--- src/rtl/mem_access_arbiter_if.sv ---
// Bus bundle between the two requesters, the arbiter and the single-port memory.
// The slave modport is the arbiter's view; the master modport is the traffic/memory side.
interface mem_access_arbiter_if #(
  parameter int ADDR_W = 6,
  parameter int DATA_W = 8
);
  logic              req0_valid;
  logic              req0_wr_rd;
  logic [ADDR_W-1:0] req0_addr;
  logic [DATA_W-1:0] req0_wdata;
  logic              req0_ready;
  logic              rsp0_valid;
  logic [DATA_W-1:0] rsp0_rdata;

  logic              req1_valid;
  logic              req1_wr_rd;
  logic [ADDR_W-1:0] req1_addr;
  logic [DATA_W-1:0] req1_wdata;
  logic              req1_ready;
  logic              rsp1_valid;
  logic [DATA_W-1:0] rsp1_rdata;

  logic              mem_en;
  logic              mem_wr_rd;
  logic [ADDR_W-1:0] mem_addr;
  logic [DATA_W-1:0] mem_data_in;
  logic [DATA_W-1:0] mem_data_out;
  logic              busy;

  modport slave (
    input  req0_valid, req0_wr_rd, req0_addr, req0_wdata,
    input  req1_valid, req1_wr_rd, req1_addr, req1_wdata,
    output req0_ready, req1_ready,
    output rsp0_valid, rsp0_rdata, rsp1_valid, rsp1_rdata,
    output mem_en, mem_wr_rd, mem_addr, mem_data_in,
    input  mem_data_out,
    output busy
  );

  modport master (
    output req0_valid, req0_wr_rd, req0_addr, req0_wdata,
    output req1_valid, req1_wr_rd, req1_addr, req1_wdata,
    input  req0_ready, req1_ready,
    input  rsp0_valid, rsp0_rdata, rsp1_valid, rsp1_rdata,
    input  mem_en, mem_wr_rd, mem_addr, mem_data_in,
    output mem_data_out,
    input  busy
  );
endinterface

--- src/rtl/mem_access_arbiter.sv ---
// Two-requester arbiter sequencing one access at a time into a single-port memory.
// Define MEM_ARB_RR_EN for round-robin tie breaking; otherwise req0 has fixed priority.
module mem_access_arbiter #(
  parameter int ADDR_W = 6,
  parameter int DATA_W = 8,
  parameter int RD_LAT = 1
) (
  input  logic                  clk,
  input  logic                  rst,
  mem_access_arbiter_if.slave   bus
);

  typedef enum logic [1:0] {IDLE, ISSUE, WAIT, DONE} state_t;

  localparam logic [2:0] LAT_LAST = 3'(RD_LAT);

  state_t            state_q;
  logic [2:0]        cnt_q;
  logic              id_q;
  logic              mem_en_q;
  logic              mem_wr_rd_q;
  logic [ADDR_W-1:0] mem_addr_q;
  logic [DATA_W-1:0] mem_data_in_q;
  logic              rsp0_valid_q;
  logic              rsp1_valid_q;
  logic [DATA_W-1:0] rsp0_rdata_q;
  logic [DATA_W-1:0] rsp1_rdata_q;
  logic              busy_q;

  logic              any_valid;
  logic              gnt1;
  logic              sel_wr_rd_d;
  logic [ADDR_W-1:0] sel_addr_d;
  logic [DATA_W-1:0] sel_wdata_d;

  assign any_valid = bus.req0_valid | bus.req1_valid;

`ifdef MEM_ARB_RR_EN
  // last_grant_q=1 means req1 won last, so a tie goes to req0.
  logic last_grant_q;
  assign gnt1 = bus.req1_valid & (~bus.req0_valid | ~last_grant_q);
`else
  assign gnt1 = bus.req1_valid & ~bus.req0_valid;
`endif

  assign sel_wr_rd_d = gnt1 ? bus.req1_wr_rd : bus.req0_wr_rd;
  assign sel_addr_d  = gnt1 ? bus.req1_addr  : bus.req0_addr;
  assign sel_wdata_d = gnt1 ? bus.req1_wdata : bus.req0_wdata;

  // Ready is gated by rst so every output is 0 while reset is held.
  assign bus.req0_ready = rst & (state_q == IDLE) & bus.req0_valid & ~gnt1;
  assign bus.req1_ready = rst & (state_q == IDLE) & gnt1;

  assign bus.mem_en      = mem_en_q;
  assign bus.mem_wr_rd   = mem_wr_rd_q;
  assign bus.mem_addr    = mem_addr_q;
  assign bus.mem_data_in = mem_data_in_q;
  assign bus.rsp0_valid  = rsp0_valid_q;
  assign bus.rsp1_valid  = rsp1_valid_q;
  assign bus.rsp0_rdata  = rsp0_rdata_q;
  assign bus.rsp1_rdata  = rsp1_rdata_q;
  assign bus.busy        = busy_q;

  always_ff @(posedge clk or negedge rst) begin
    if (!rst) begin
      state_q       <= IDLE;
      cnt_q         <= '0;
      id_q          <= 1'b0;
      mem_en_q      <= 1'b0;
      mem_wr_rd_q   <= 1'b0;
      mem_addr_q    <= '0;
      mem_data_in_q <= '0;
      rsp0_valid_q  <= 1'b0;
      rsp1_valid_q  <= 1'b0;
      rsp0_rdata_q  <= '0;
      rsp1_rdata_q  <= '0;
      busy_q        <= 1'b0;
`ifdef MEM_ARB_RR_EN
      last_grant_q  <= 1'b1;
`endif
    end else begin
      mem_en_q     <= 1'b0;
      rsp0_valid_q <= 1'b0;
      rsp1_valid_q <= 1'b0;
      rsp0_rdata_q <= '0;
      rsp1_rdata_q <= '0;
      case (state_q)
        IDLE: begin
          if (any_valid) begin
            // The mem_* registers double as the command latch and hold after ISSUE.
            state_q       <= ISSUE;
            id_q          <= gnt1;
            mem_en_q      <= 1'b1;
            mem_wr_rd_q   <= sel_wr_rd_d;
            mem_addr_q    <= sel_addr_d;
            mem_data_in_q <= sel_wdata_d;
            busy_q        <= 1'b1;
`ifdef MEM_ARB_RR_EN
            last_grant_q  <= gnt1;
`endif
          end
        end
        ISSUE: begin
          if (mem_wr_rd_q) begin
            state_q      <= DONE;
            rsp0_valid_q <= ~id_q;
            rsp1_valid_q <= id_q;
          end else begin
            state_q <= WAIT;
            cnt_q   <= 3'd1;
          end
        end
        WAIT: begin
          if (cnt_q == LAT_LAST) begin
            state_q      <= DONE;
            rsp0_valid_q <= ~id_q;
            rsp1_valid_q <= id_q;
            if (id_q) rsp1_rdata_q <= bus.mem_data_out;
            else      rsp0_rdata_q <= bus.mem_data_out;
          end else begin
            cnt_q <= cnt_q + 3'd1;
          end
        end
        DONE: begin
          state_q <= IDLE;
          busy_q  <= 1'b0;
        end
        default: state_q <= IDLE;
      endcase
    end
  end

endmodule

--- src/flat_wrapper.sv ---
// flat-port wrapper written by rule: the top's interface ports become plain ports
module mem_access_arbiter_flat 
#(
  parameter int ADDR_W = 6,
  parameter int DATA_W = 8,
  parameter int RD_LAT = 1
)
  (clk, rst, bus_req0_valid, bus_req0_wr_rd, bus_req0_addr, bus_req0_wdata, bus_req1_valid, bus_req1_wr_rd, bus_req1_addr, bus_req1_wdata, bus_req0_ready, bus_req1_ready, bus_rsp0_valid, bus_rsp0_rdata, bus_rsp1_valid, bus_rsp1_rdata, bus_mem_en, bus_mem_wr_rd, bus_mem_addr, bus_mem_data_in, bus_mem_data_out, bus_busy);
  mem_access_arbiter_if #(.ADDR_W(ADDR_W), .DATA_W(DATA_W)) bus_i ();
  input  logic clk;
  input  logic rst;
  input wire logic [$bits(bus_i.req0_valid)-1:0] bus_req0_valid;
  input wire logic [$bits(bus_i.req0_wr_rd)-1:0] bus_req0_wr_rd;
  input wire logic [$bits(bus_i.req0_addr)-1:0] bus_req0_addr;
  input wire logic [$bits(bus_i.req0_wdata)-1:0] bus_req0_wdata;
  input wire logic [$bits(bus_i.req1_valid)-1:0] bus_req1_valid;
  input wire logic [$bits(bus_i.req1_wr_rd)-1:0] bus_req1_wr_rd;
  input wire logic [$bits(bus_i.req1_addr)-1:0] bus_req1_addr;
  input wire logic [$bits(bus_i.req1_wdata)-1:0] bus_req1_wdata;
  output wire logic [$bits(bus_i.req0_ready)-1:0] bus_req0_ready;
  output wire logic [$bits(bus_i.req1_ready)-1:0] bus_req1_ready;
  output wire logic [$bits(bus_i.rsp0_valid)-1:0] bus_rsp0_valid;
  output wire logic [$bits(bus_i.rsp0_rdata)-1:0] bus_rsp0_rdata;
  output wire logic [$bits(bus_i.rsp1_valid)-1:0] bus_rsp1_valid;
  output wire logic [$bits(bus_i.rsp1_rdata)-1:0] bus_rsp1_rdata;
  output wire logic [$bits(bus_i.mem_en)-1:0] bus_mem_en;
  output wire logic [$bits(bus_i.mem_wr_rd)-1:0] bus_mem_wr_rd;
  output wire logic [$bits(bus_i.mem_addr)-1:0] bus_mem_addr;
  output wire logic [$bits(bus_i.mem_data_in)-1:0] bus_mem_data_in;
  input wire logic [$bits(bus_i.mem_data_out)-1:0] bus_mem_data_out;
  output wire logic [$bits(bus_i.busy)-1:0] bus_busy;
  assign bus_i.req0_valid = bus_req0_valid;
  assign bus_i.req0_wr_rd = bus_req0_wr_rd;
  assign bus_i.req0_addr = bus_req0_addr;
  assign bus_i.req0_wdata = bus_req0_wdata;
  assign bus_i.req1_valid = bus_req1_valid;
  assign bus_i.req1_wr_rd = bus_req1_wr_rd;
  assign bus_i.req1_addr = bus_req1_addr;
  assign bus_i.req1_wdata = bus_req1_wdata;
  assign bus_req0_ready = bus_i.req0_ready;
  assign bus_req1_ready = bus_i.req1_ready;
  assign bus_rsp0_valid = bus_i.rsp0_valid;
  assign bus_rsp0_rdata = bus_i.rsp0_rdata;
  assign bus_rsp1_valid = bus_i.rsp1_valid;
  assign bus_rsp1_rdata = bus_i.rsp1_rdata;
  assign bus_mem_en = bus_i.mem_en;
  assign bus_mem_wr_rd = bus_i.mem_wr_rd;
  assign bus_mem_addr = bus_i.mem_addr;
  assign bus_mem_data_in = bus_i.mem_data_in;
  assign bus_i.mem_data_out = bus_mem_data_out;
  assign bus_busy = bus_i.busy;
  mem_access_arbiter #(.ADDR_W(ADDR_W), .DATA_W(DATA_W), .RD_LAT(RD_LAT)) u_core (.clk(clk), .rst(rst), .bus(bus_i));
endmodule
--- config.mk ---
export PLATFORM = sky130hd
export DESIGN_NAME = mem_access_arbiter_flat
export DESIGN_NICKNAME = d
export VERILOG_FILES = /design/src/rtl/mem_access_arbiter_if.sv /design/src/rtl/mem_access_arbiter.sv /design/src/flat_wrapper.sv
export SDC_FILE = /design/constraint.sdc
export NUM_CORES = 1
export LEC_CHECK = 0
export ABC_AREA = 0
export BUFFER_PORTS_ARGS = -buffer_cell sky130_fd_sc_hd__buf_2
export CAP_MARGIN = 10
export CORE_MARGIN = 3
export CORE_UTILIZATION = 47
export DETAILED_ROUTE_END_ITERATION = 16
export GPL_ROUTABILITY_DRIVEN = 0
export PLACE_DENSITY = 0.83
export SLEW_MARGIN = 10
export SYNTH_ARGS = -nofsm -noshare
export SYNTH_HDL_FRONTEND = slang
export SYNTH_SLANG_ARGS = --single-unit
--- constraint.sdc ---
create_clock -name clk -period 1.6 [get_ports clk]
set_input_delay 0.08 -clock clk [delete_from_list [all_inputs] [get_ports clk]]
set_output_delay 0.08 -clock clk [all_outputs]
set_load 0.01 [all_outputs]
==> summary.md, run 1 <==
| Metric | Value |
|---|---|
| Status | `complete, no violations` |
| Final setup viols | `0` |
| Worst r2r src | `u_core.state_q[0]` |
| DRC | `0` |
| Tcrit/Tclk final | `96.7%` |
| Port bufs | `78` |
| CTS clock-pin slew for the worst setup and hold paths | `70 ps` |
| Routed WL per cell | `13.1 µm` |
| CP arrival | `1720 ps` |
| P&R area growth vs syn | `33.2%` |
| Core area | `3720 µm²` |
| Syn_area_per_cell | `11.5 µm²` |
| Most frequent cells in the layout | `78 x buf_2, 41 x dfrtp_1, 22 x o21ai_1, 18 x and3_1` |
| #FFs+latches synth | `41` |
| Slowest stage delay, CP | `380 ps` |
| Post-synthesis sequential area ratio | `56.1%` |
| Fin nets | `291` |
| TritonCTS Buffers | `5` |
| Synth top area share | `56.1%` |
| Fmax | `647 MHz` |
| CP Cell Sequence | `inv_1, ha_1, a22oi_1, mux2_1` |
| ANT cells | `0` |
| Via count | `1,424` |
| Synth Warn # | `0` |
| Max Clock Skew | `4.18 ps` |
| Leakage power | `0.00136 µW` |
| Max cap viols | `0` |
| Worst-Skew Late Latency | `290 ps` |
| First-pass GRT wire length | `5750 µm` |
| Total Neg Setup Slack | `0 ps` |
| Largest net degree at the start of global routing | `37` |
| Type of origin of the critical path | `flip-flop` |
| Critical path required time | `1770 ps` |
| Worst path buffer plus inverter count | `1` |
| Starting Density | `49.2%` |
| Drt via density | `4.91` |
| Final hold vios | `0` |
| Post-DRT Antenna Nets | `0` |
| Die area | `4680 µm²` |
| Sink Count | `41` |
| Starting DRT DRC Count | `57` |
| Post-DP HPWL | `2890 µm` |
| Unique cell type count in the Yosys netlist | `29` |
| Worst-Margin Slew | `428 ps` |
| Crit path capture type | `flip-flop` |
| Clock Path Buffers | `2` |
| Vias in the first global route | `1,259` |
| Final Util | `65.6%` |
| HP Class | `input pin to flip-flop` |
| Total wire length | `3810 µm` |
| Drt pass-1 iters | `4` |
| Worst Path Class, Setup | `flip-flop to flip-flop` |
| Die height | `68.4 µm` |
| CTS tree | `yes` |
| H-tree depth | `2` |
| Tmin final | `1550 ps` |
| Pwr dens | `1700 nW/µm²` |
| Crit Path Max Fanout | `6` |
| Post-CTS setup buffer count | `0` |
| Max-slew violations | `0` |
| Clk root buf | `clkbuf_8` |
| Crit. Startpoint | `u_core.state_q[0]` |
| Synthesized area | `1830 µm²` |
| Commonest non-fill, non-tap cell in the layout | `buf_2` |
| Family with the most delay on the worst path | `flip-flops` |
| Io pins | `79` |
| Max VDD drop | `735 µV` |
| GR Overflow Total | `0` |
| Synth Instances | `159` |
| DIE WIDTH | `68.4 µm` |
| GRT Overall Usage | `16.7%` |
| Share of post-route cells with drive strength above 1 | `39.3%` |
| Worst rel slew slack | `71.5%` |
| Post-Syn Nets | `209` |
| Yosys top cell by area | `dfrtp_1` |
| FP Rows | `22` |
| Initial antenna violation count | `0` |
| Largest cells by area after synthesis | `dfrtp_1 56%, mux2i_1 8.2%, o21ai_1 6.3%, and3_1 6.2%, ha_1 5.5%` |
| Beginning of the worst hold path | `bus_mem_data_out[7]` |
| Crit path max-delay cell type | `dfrtp_1` |
-- stage by stage --
stage | instance area [µm²] | cells | worst slack, ps | power, µW | hold WS (ps)
final | 2440 | 290 | 53.4 | 4130 | 37.5
after global routing | 2440 | 290 | -3.47 | 4460 | 42.4
after CTS | 2430 | 290 | 52.5 | 4150 | 27.5
after detailed placement | 2280 | 281 | 45.8 | 3160 | -62.5
after global placement | 2280 | 281 | 113 | 3100 | -65.0
after floorplan | 1830 | 159 | 181 | 2510 | -216
-- cell usage after synthesis, drive strengths merged --
master   instances
dfrtp           41
o21ai           23
and3            18
mux2i           15
nand2           15
ha               8
inv              6
buf              5
nor2             4
clkbuf           3
nor2b            3
a21oi            2
a22oi            2
and3b            2
nand2b           2
a211oi           1
a21bo            1
a221o            1
mux2             1
nand3            1
nand3b           1
nand4bb          1
o211a            1
o311ai           1
or3b             1
-- what timing repair did --
action,CTS,global route
gates cloned,0,0
hold buffers,1,0
pin swaps,0,0
setup endpoints to repair,2,2
hold endpoints to repair,5,0
resized for setup,1,1
-- state kept, by name, indices dropped and copies added, names as in the netlist --
register                flops
u_core.bus.rsp0_rdata       8
u_core.bus.rsp1_rdata       8
u_core.cnt_q                3
u_core.bus.rsp1_valid       1
u_core.bus.mem_wr_rd        1
u_core.bus.mem_data_in      8
u_core.id_q                 1
u_core.bus.mem_en           1
u_core.state_q              2
u_core.bus.rsp0_valid       1
u_core.bus.mem_addr         6
u_core.bus.busy             1
-- final cells by class --
cell class | count | area, µm²
fill | 298 | 1280
multi-input combinational | 104 | 739
clock buffer | 5 | 68.8
sequential | 41 | 1030
timing repair buffer | 83 | 455
clock inverter | 3 | 65.1
inverter | 6 | 22.5
tap | 48 | 60.1
-- final timing paths --
| kind | endpoint | slack [ps] | cells after the start |
|---|---|---|---|
| max in group asynchronous | u_core.bus.mem_data_in[3] | 770 | 3 |
| worst min-delay path | u_core.bus.rsp0_rdata[7] | 40 | 2 |
| worst max-delay path | u_core.state_q[1] | 50 | 4 |
| worst max register to register | u_core.state_q[1] | 50 | 4 |
| worst min register to register | u_core.bus.mem_addr[5] | 480 | 2 |
| min in group asynchronous | u_core.bus.mem_addr[0] | 170 | 2 |
-- kinds of logic (layout without fill, tap and decap cells) --
group	Yosys count	after routing	share of synthesized area, %
AO/OA/AOI/OAI	32	32	10.2
adder cells (fa/ha/maj)	8	8	5.47
buffers and inverters	14	97	4.38
flip-flops	41	41	56.1
multiplexers	16	16	8.82
AND/OR/NAND/NOR	48	48	15.0
-- power by group --
part	switching [µW]	internal [µW]
registers	201	1380
logic	876	720
clock network	340	619
total	1420	2720
-- per-layer routing --
metal / global-route usage, % / vias to the layer above / routed length [µm]
met4: 8.93 / 0 / 48
met2: 26.8 / 36 / 2020
met3: 2.96 / 4 / 166
met1: 21.3 / 668 / 1570
li1: - / 716 / -
met5: 0 / - / 0
Power figures use the tool's default switching activity.
==> run 2, diff against run 1 <==
CORE_UTILIZATION = 50   (was 47)
PLACE_DENSITY = 0.87   (was 0.83)
clock period = 2 ns   (was 1.6 ns; I/O delays follow)
==> run 2 against run 1 <==
Effect of this change: non-clock buffer count is 2 lower; worst hold slack better by 22 ps; first-iteration DRC count is 140% higher; fmax is 8.1% lower; routed wire length is 4.0% higher; highest routed layer unchanged.
==> summary.md, run 2 (synthesized netlist as in run 1, its figures left out) <==
| Metric | Value |
|---|---|
| Status | `complete, no violations` |
| Leakage power | `0.00131 µW (-3.5%)` |
| Clk root buf | `clkbuf_8` |
| First-pass GRT wire length | `5970 µm (+3.7%)` |
| Fin nets | `289 (-0.69%)` |
| R2R cell count | `5 (+1)` |
| Port bufs | `78 (unchanged)` |
| Max VDD drop | `630 µV (-14%)` |
| DIE WIDTH | `66.5 µm (-2.8%)` |
| Sink Count | `41 (unchanged)` |
| Smallest hold slack | `59.4 ps (+21.9 ps)` |
| Worst Path Class, Setup | `flip-flop to flip-flop` |
| Tmin final | `1680 ps (+136 ps)` |
| Drt pass-1 iters | `4 (unchanged)` |
| Worst r2r src | `u_core.state_q[0]` |
| Pwr dens | `1260 nW/µm² (-25%)` |
| Post-DP HPWL | `3040 µm (+5.1%)` |
| P&R area growth vs syn | `26.9%` |
| Vias in the first global route | `1,334 (+6.0%)` |
| Die area | `4420 µm² (-5.5%)` |
| Crit path capture type | `flip-flop` |
| Crit. Startpoint | `u_core.state_q[0]` |
| Family with the most delay on the worst path | `compound AO/OA/AOI/OAI gates` |
| FP Rows | `21 (-4.5%)` |
| Via count | `1,473 (+3.4%)` |
| Worst path buffer plus inverter count | `1 (unchanged)` |
| ANT cells | `0 (unchanged)` |
| Crit Path Max Fanout | `31 (+25)` |
| Post-CTS setup buffer count | `0 (unchanged)` |
| Die height | `66.5 µm (-2.8%)` |
| Io pins | `79 (unchanged)` |
| RSZ-0062 raised after global routing | `false` |
| Worst-Margin Slew | `1050 ps (+626 ps)` |
| R2R setup slack | `320 ps (+260 ps)` |
| Fmax | `594 MHz (-8.1%)` |
| GRT Overall Usage | `18.5% (+1.8 points)` |
| Commonest non-fill, non-tap cell in the layout | `buf_2` |
| Worst Setup EP | `u_core.bus.mem_addr[5]` |
| Core area | `3440 µm² (-7.4%)` |
| CP Cell Sequence | `inv_1, ha_1, o21ai_2, nand2_1, o21ai_1` |
| H-tree depth | `2 (unchanged)` |
| CP arrival | `1820 ps (+100 ps)` |
| HP Class | `input pin to flip-flop` |
| Critical path required time | `2140 ps (+370 ps)` |
| CTS tree | `yes` |
| Post-layout worst setup margin | `318 ps (+264 ps)` |
| Resize count post-CTS | `0 (-1)` |
| Type of origin of the critical path | `flip-flop` |
| Largest net degree at the start of global routing | `42 (+14%)` |
| Clock Path Buffers | `2 (unchanged)` |
| Worst slack at placement | `362 ps (+316 ps)` |
| Number of cells on the critical path | `5 (+1)` |
| Max cap viols | `0 (unchanged)` |
| Total wire length | `3960 µm (+4.0%)` |
| CTS clock-pin slew for the worst setup and hold paths | `70 ps (about the same)` |
| Starting DRT DRC Count | `138 (+140%)` |
| GR Overflow Total | `0 (unchanged)` |
| DRC | `0 (unchanged)` |
| Total Neg Setup Slack | `0 ps (unchanged)` |
| Drt via density | `5.19 (+5.6%)` |
| Final hold vios | `0 (unchanged)` |
| Share of post-route cells with drive strength above 1 | `37.8% (-1.4 points)` |
| Most frequent cells in the layout | `78 x buf_2, 41 x dfrtp_1, 22 x o21ai_1, 18 x and3_1` |
| Post-DRT Antenna Nets | `0 (unchanged)` |
| Fillers | `247 (-17%)` |
| Starting Density | `53.1% (+3.9 points)` |
| Max Clock Skew | `7.99 ps (+3.81 ps)` |
| Crit path max-delay cell type | `dfrtp_1` |
| Initial antenna violation count | `0 (unchanged)` |
| Final setup viols | `0 (unchanged)` |
| Worst flop-to-flop path endpoint | `u_core.bus.mem_addr[5]` |
| Tcrit/Tclk final | `84.1% (-13 points)` |
| Routed WL per cell | `13.9 µm (+6.2%)` |
| Multi-input gate area | `727 µm² (-1.7%)` |
| Worst-Skew Late Latency | `290 ps (about the same)` |
| Slowest stage delay, CP | `400 ps (+20 ps)` |
| Reg area | `1030 µm² (unchanged)` |
| Cts hold-fix bufs | `1 (unchanged)` |
| Worst rel slew slack | `29.7% (-42 points)` |
| TritonCTS Buffers | `5 (unchanged)` |
| Final Util | `67.5% (+1.9 points)` |
| Max-slew violations | `0 (unchanged)` |
==> run 2: through the flow <==
stage                     area (µm²)  power [µW]  cells
final                           2320        2940    284
after global routing            2320        3160    284
after CTS                       2320        2950    284
after detailed placement        2240        2470    277
after global placement          2240        2400    277
after floorplan                 1830        2010    159
==> run 2: how the worst min path moves through the flow <==
| stage | end | depth (start not counted) | startpoint | slack (ps) |
|---|---|---|---|---|
| after global placement | u_core.bus.mem_addr[5] | 2 | rst | 230 |
| final | u_core.bus.rsp0_rdata[7] | 2 | bus_mem_data_out[7] | 60 |
| after global routing | u_core.bus.rsp1_rdata[7] | 2 | bus_mem_data_out[7] | 50 |
| after CTS | u_core.bus.rsp0_rdata[7] | 2 | bus_mem_data_out[7] | 50 |
| after detailed placement | u_core.bus.mem_en | 2 | rst | 250 |
| after floorplan | u_core.bus.busy | 0 | rst | -200 |
==> run 2: area by class of cell <==
type,instances,share of cell area (%)
Sequential cell,41,44.2
Multi-Input combinational cell,104,31.3
Timing Repair Buffer,81,17.9
Clock buffer,5,2.96
Tap cell,46,2.48
Inverter,6,0.970
Clock inverter,1,0.216
==> run 2: metal layers <==
metal	share of wire [%]	track usage, %	wire, µm
met5	0	0	0
met4	2.1	7.11	85
met3	7.0	5.56	276
met2	51	31.0	2030
met1	39	22.1	1560
==> run 2: power by group <==
group	leakage (µW)	internal, µW	switching [µW]
Clock	0.0000399	229	252
Sequential	0.000529	1100	167
Combinational	0.000744	487	696
Total	0.00131	1820	1120
